## src/rtl/count_sample_fifo.sv

```systemverilog
// Samples a free-running counter on demand, flags any break in the expected step,
// and queues {err, sample} in a small FIFO drained through a valid/ready port.
module count_sample_fifo #(
    parameter int unsigned WIDTH = 16,
    parameter int unsigned DEPTH = 4,
    parameter int unsigned STEP  = 1
) (
    input  logic                         clk,
    input  logic                         rst_n,
    input  logic                         sample_en,
    input  logic [WIDTH-1:0]             counter_value,
    output logic                         out_valid,
    input  logic                         out_ready,
    output logic [WIDTH-1:0]             out_data,
    output logic                         out_step_err,
    output logic [$clog2(DEPTH+1)-1:0]   level,
    output logic [7:0]                   overflow_cnt
);

    localparam int unsigned AW = $clog2(DEPTH);
    localparam int unsigned LW = $clog2(DEPTH + 1);
    localparam logic [WIDTH-1:0] STEP_W = WIDTH'(STEP);
    localparam logic [LW-1:0]    FULL_LEVEL = LW'(DEPTH);

    logic [WIDTH:0]       mem_q [DEPTH];
    logic [AW-1:0]        wptr_q, wptr_d;
    logic [AW-1:0]        rptr_q, rptr_d;
    logic [LW-1:0]        level_q, level_d;
    logic [7:0]           ovf_q, ovf_d;
    logic [WIDTH-1:0]     prev_q, prev_d;
    logic                 has_prev_q, has_prev_d;

    logic                 full;
    logic                 pop;
    logic                 push;
    logic                 drop;
    logic                 step_err;
    logic [WIDTH-1:0]     expected;

    always_comb begin
        full      = (level_q == FULL_LEVEL);
        out_valid = (level_q != '0);
        pop       = out_valid && out_ready;
        // A full FIFO can still accept a sample when the head leaves in the same cycle.
        push      = sample_en && (!full || pop);
        drop      = sample_en && full && !pop;
        expected  = prev_q + STEP_W;
        step_err  = has_prev_q && (counter_value != expected);

        out_data     = out_valid ? mem_q[rptr_q][WIDTH-1:0] : '0;
        out_step_err = out_valid ? mem_q[rptr_q][WIDTH]     : 1'b0;
        level        = level_q;
        overflow_cnt = ovf_q;
    end

    always_comb begin
        wptr_d     = wptr_q;
        rptr_d     = rptr_q;
        level_d    = level_q;
        ovf_d      = ovf_q;
        prev_d     = prev_q;
        has_prev_d = has_prev_q;

        if (push) wptr_d = wptr_q + 1'b1;
        if (pop)  rptr_d = rptr_q + 1'b1;

        unique case ({push, pop})
            2'b10:   level_d = level_q + 1'b1;
            2'b01:   level_d = level_q - 1'b1;
            default: level_d = level_q;
        endcase

        if (drop && (ovf_q != 8'hFF)) ovf_d = ovf_q + 8'd1;

        // Track the counter stream itself, so dropped samples still advance prev.
        if (sample_en) begin
            prev_d     = counter_value;
            has_prev_d = 1'b1;
        end
    end

    always_ff @(posedge clk or negedge rst_n) begin
        if (!rst_n) begin
            wptr_q     <= '0;
            rptr_q     <= '0;
            level_q    <= '0;
            ovf_q      <= '0;
            prev_q     <= '0;
            has_prev_q <= 1'b0;
        end else begin
            wptr_q     <= wptr_d;
            rptr_q     <= rptr_d;
            level_q    <= level_d;
            ovf_q      <= ovf_d;
            prev_q     <= prev_d;
            has_prev_q <= has_prev_d;
        end
    end

    // Storage needs no reset: the outputs are masked while the FIFO is empty.
    always_ff @(posedge clk) begin
        if (push) mem_q[wptr_q] <= {step_err, counter_value};
    end

endmodule

```

## config.mk

```make
export PLATFORM = sky130hd
export DESIGN_NAME = count_sample_fifo
export DESIGN_NICKNAME = d
export VERILOG_FILES = /design/src/rtl/count_sample_fifo.sv
export SDC_FILE = /design/constraint.sdc
export NUM_CORES = 1
export LEC_CHECK = 0
export CAP_MARGIN = 10
export CORE_MARGIN = 2
export CORE_UTILIZATION = 38
export CTS_CLUSTER_DIAMETER = 50
export DETAILED_ROUTE_END_ITERATION = 8
export DONT_BUFFER_PORTS = 1
export HOLD_SLACK_MARGIN = 0.12
export PLACE_DENSITY = 0.58
export SLEW_MARGIN = 0
export SYNTH_ARGS = -nofsm -noshare
export SYNTH_HDL_FRONTEND = slang
export SYNTH_SLANG_ARGS = --single-unit
```

## constraint.sdc

```tcl
create_clock -name clk -period 3.6 [get_ports clk]
set_input_delay 0.9 -clock clk [delete_from_list [all_inputs] [get_ports clk]]
set_output_delay 0.9 -clock clk [all_outputs]
set_load 0.05 [all_outputs]
```

; ---- Word level (Yosys, flattened, before mapping)
; Memory sizes are Yosys's and may differ from the RTL's.
; Index checks and enable logic that the tools add are counted.
[op_classes]
add_sub_neg = 6
eq_ne = 5
reduce_logical = 11
muxes = 5
[ops]
columns = op, count
row1 = "adder 16 x 1 -> 16 bit, second input constant", 1
row2 = two-way mux 16 bit, 1
row3 = inequality test 16 bit, 1
row4 = "adder 8 x 1 -> 8 bit, second input constant", 1
row5 = "inequality test 8 bit, second input constant", 1
row6 = logical AND 1 bit, 6
row7 = case mux 3 bit (2 select lines), 1
row8 = "adder 2 x 1 -> 2 bit, second input constant", 2
row9 = "adder 3 x 1 -> 3 bit, second input constant", 1
row10 = "equality test 3 bit, second input constant", 1
row11 = two-way mux 1 bit, 3
row12 = nonzero test 3 bit, 1
row13 = "subtractor 3 x 1 -> 3 bit, second input constant", 1
row14 = "equality test 2 x 1 -> 1 bit, second input constant", 1
row15 = "equality test 2 bit, second input constant", 1
row16 = zero test 1 bit, 2
row17 = nonzero test 2 bit, 1
row18 = logical OR 1 bit, 1
[totals]
regBits = 32
out_inout_bits = 29
ram_bits = 68
memories = 1
in_bits = 20
word_cells = 34
[mem_list]
columns = memory, words, word_bits, read_ports, rd_clocked_by_memory_dff, wr, line_no
row1 = mem_q, 4, 17, 1, 0, 1, 25  ; logic [WIDTH:0] mem_q [DEPTH];

; ---- Longest topological paths before layout
[depth]
ltp_word = 6
mapped_depth = 10

; ---- Least setup slack after synthesis
; Ideal clock, no wire load.
[synth_timing]
path_type = register -> output
from = reg level_q[0] (netlist: level[0])
to = out out_data[10]
slack_ns = 0.561
path_stages_with_launch = 5
arrival_ns = 2.139
t_required_ns = 2.700
cell_sequence = dfrtp_1 or3_1 clkbuf_1 clkbuf_1 and2_1
[synth_via]
elab_chain_len = 2
[synth_lines]
columns = element, line_no
row1 = from (decl), 28  ; logic [LW-1:0] level_q, level_d;
row2 = from (signal assigned), 93  ; level_q <= level_d;
row3 = nonzero test 3 bit, 42  ; out_valid = (level_q != '0);
row4 = via out_valid, 12  ; output logic out_valid,
row5 = two-way mux 16 bit, 50  ; out_data = out_valid ? mem_q[rptr_q][WIDTH-1:0] : '0;
row6 = to (decl), 14  ; output logic [WIDTH-1:0] out_data,
; The timed path passes the listed nets, and every way through them passes these cells.

; ---- Final worst setup path
[layout_timing]
from = reg level_q[0] (netlist: level[0])
to = out out_data[8]
[layout_via]
elab_chain_len = 2
[layout_lines]
columns = element, line_no
row1 = nonzero test 3 bit, 42
row2 = two-way mux 16 bit, 50
; Every way passes these cells.

==> impl_metrics.py <==
metrics = {
    "outcome": {
        "status": "finished clean",
    },
    "logic_synthesis": {
        "synthAdderAreaFrac": 0.0259,
        "syn_nets": 332,
        "synth_cell_types": 47,
        "synth-compound-area-share": 0.0339,
        "synth_top_family_by_area": "multiplexers",
        "synth_xor_area_frac": 0.0597,
        "synthMuxAreaShare": 0.126,
        "ys_ff_latch": 100,
        "synth.avg_cell_area_sq_um": 14.9,
        "synthFlopType": "edfxtp_1",
        "synth-simple-area-share": 0.108,
        "synthArstFlopShare": 0.320,
        "synthCells": 304,
        "syn_area_sq_um": 4540,
        "synth_edf_count": 68,
        "yosysSeqAreaShare": 0.626,
        "yosys_warnings": 0,
    },
    "floorplanning": {
        "initial_utilization": 0.393,
        "io_pins": 49,
        "die_area_sq_um": 12800,
        "dieHeight_um": 113,
        "die_w_um": 113,
        "fp.coreArea_sq_um": 11600,
        "rows": 39,
    },
    "clock_network": {
        "post_cts_resized": 0,
        "cts_tree": "done",
        "cts_buffer_depth": 2,
        "hold_buffers": 0,
        "post_cts.repair.setup_buffers": 0,
        "clock-sinks": 100,
        "cts_htree_levels": 3,
        "cts.clk_slew.worst_paths_ns": 0.07,
        "cts-root-buf": "clkbuf_16",
        "clock_latency_ns": 0.34,
        "cts_buffers": 9,
    },
    "sta": {
        "skew_ns": 0.00688,
        "setup_viol_count_final": 0,
        "rsz0062_at_grt": "false",
        "timing.final.ws_setup_ns": 0.574,
        "finalCritPeriodShare": 0.840,
        "max_clock_freq_mhz": 331,
        "min_period_ns": 3.03,
        "hold_viol": 0,
        "tns_ns": 0,
        "maxSlewHeadroom": 0.605,
        "maxSlewViolCount": 0,
        "worst_pin_slew_ns": 0.593,
    },
    "detailed_routing": {
        "drt_iter0_markers": 154,
        "wl_per_cell_um": 18.3,
        "vias": 2420,
        "top_layer_used": "met4",
        "first_pass_iters": 4,
        "avgViaCountPerCell": 5.27,
        "wl_um": 8410,
        "route.met2.wl_um": 3910,
        "ant_nets": 0,
        "wirelength_met1_um": 3870,
        "drcViolationCount": 0,
        "wl_met3_um": 511,
    },
    "layout": {
        "nets": 339,
        "fill_cells": 1016,
        "syn_to_final_growth_pct": 10.7,
        "design_area_sq_um": 5030,
        "seqCellArea_sq_um": 2840,
        "antenna_cells": 0,
        "multi_input_area_sq_um": 1610,
        "drive_above_1_share": 0.203,
    },
    "global_route": {
        "overflow": 0,
        "grt_max_degree": 33,
        "grt_antenna_before_repair": 0,
        "grt_use_total": 0.142,
        "grt_pass1_wl_um": 13800,
        "grt_pass1_vias": 2517,
    },
    "place": {
        "post_dp_cell_area_sq_um": 4730,
        "port_buffers": 0,
        "pre_cts_slack_ns": 0.849,
        "hpwlAfterDp_um": 5550,
        "globalplace.congestion": 0.805,
    },
    "critical_path": {
        "worst_ep_required_time_ns": 2.70,
        "crit_type": "reg2out",
        "worst_r2r_startpoint": "level[0]",
        "rr_worst_depth": 8,
        "r2r_end": "level[2]",
        "worst-path-max-fanout": 19,
        "critPathArrivalTime_ns": 2.13,
        "r2r_slack_ns": 0.97,
        "startpoint_type": "flip-flop",
        "endpoint_kind": "primary output",
    },
    "job": {
        "cap_violations": 0,
    },
    "pwr": {
        "p_comb_frac": 0.345,
        "seqPwrFrac": 0.413,
        "switchingPower_mw": 1.63,
        "ir_drop_mv": 0.436,
        "p_clk_frac": 0.242,
        "total_leakage_power_nw": 1.78,
        "power.share.switching": 0.400,
        "p_int_mw": 2.45,
        "power.density_nw_per_um2": 809,
    },
    "worst_hold_path": {
        "hold_path.class": "in2async",
    },
}
==> synthesized netlist by cell type, types with 2 or more instances <==
library cell | count | area share
o21ai_0 | 14 | 0.015
nand3_1 | 6 | 0.0066
nand2_1 | 17 | 0.014
clkbuf_1 | 5 | 0.0041
ha_1 | 7 | 0.019
nor2_1 | 7 | 0.0058
mux4_2 | 17 | 0.084
xnor2_1 | 20 | 0.039
a211oi_1 | 2 | 0.0033
mux2_2 | 15 | 0.037
inv_1 | 12 | 0.0099
xor2_1 | 11 | 0.021
and2_1 | 23 | 0.032
nor3_1 | 4 | 0.0044
or3_1 | 2 | 0.0028
or2_2 | 2 | 0.0028
nand4_1 | 6 | 0.0083
nand2b_1 | 2 | 0.0028
buf_1 | 2 | 0.0017
dfrtp_1 | 32 | 0.18
buf_2 | 3 | 0.0033
edfxtp_1 | 68 | 0.45
mux2i_1 | 2 | 0.0044
a21oi_1 | 2 | 0.0022
==> power by group through the flow <==
stage | sequential, mW | combinational, mW | clock (mW)
after floorplan | 1.67 | 1.25 | 0
after global placement | 1.70 | 1.42 | 0
after detailed placement | 1.71 | 1.43 | 0
after CTS | 1.69 | 1.44 | 1.01
after global routing | 1.71 | 1.52 | 1.05
final | 1.68 | 1.41 | 0.984
==> metrics by stage <==
step	cells	hold slack, ns	utilization	total power [mW]
finish	459	0.244	0.435	4.07
global route	459	0.223	0.435	4.29
CTS	459	0.230	0.435	4.14
detailed placement	443	0.457	0.409	3.14
global placement	443	0.453	0.409	3.12
floorplan	304	0.437	-	2.92
==> critical path: stages (launching register included) <==
cell     delay [ns]
dfrtp_1        0.70
or3_1          0.53
and2_1         0.54
==> layer usage <==
metal / global-route usage / up-vias
met5: 0 / -
li1: - / 1142
met1: 0.186 / 1213
met2: 0.222 / 56
met3: 0.0466 / 9
met4: 0.0512 / 0
==> cells in the final DEF (no fill, tap or decap), types with 7 or more instances in the layout <==
cell / count
ha_1: 7
mux4_2: 17
o21ai_0: 14
mux2_2: 15
xor2_1: 11
inv_1: 12
buf_4: 7
nor2_1: 7
nand2_1: 17
dfrtp_1: 32
edfxtp_1: 68
and2_1: 23
clkbuf_16: 9
xnor2_1: 20
==> final cells by class <==
cell class	instances	area share
Tap cell	143	0.0356
Clock buffer	9	0.0448
Multi-Input combinational cell	181	0.319
Sequential cell	100	0.565
Inverter	12	0.00895
Timing Repair Buffer	7	0.0104
Clock inverter	7	0.0159
==> state kept, by name, summed over array words and instances, names as in the netlist <==
register and count:
wptr_q 2, level 3, overflow_cnt 8, rptr_q 2
prev_q 16, has_prev_q 1, mem_q 68
==> how the worst max path moves through the flow <==
stage | start | to | slack [ns] | cells after the start
after detailed placement | level[0] | out_data[8] | 0.85 | 2
after global placement | level[0] | out_data[13] | 0.93 | 2
final | level[0] | out_data[8] | 0.57 | 2
after global routing | level[0] | out_data[8] | 0.35 | 2
after floorplan | level[0] | out_data[10] | 0.56 | 4
after CTS | level[0] | out_data[8] | 0.46 | 2
==> cell families after synthesis <==
family	count (synthesis)
compound gates	25
xor+xnor	31
fa+ha+maj	9
buf+inv	23
flops	100
mux	34
simple gates	82
(Power assumes the default switching activity.)
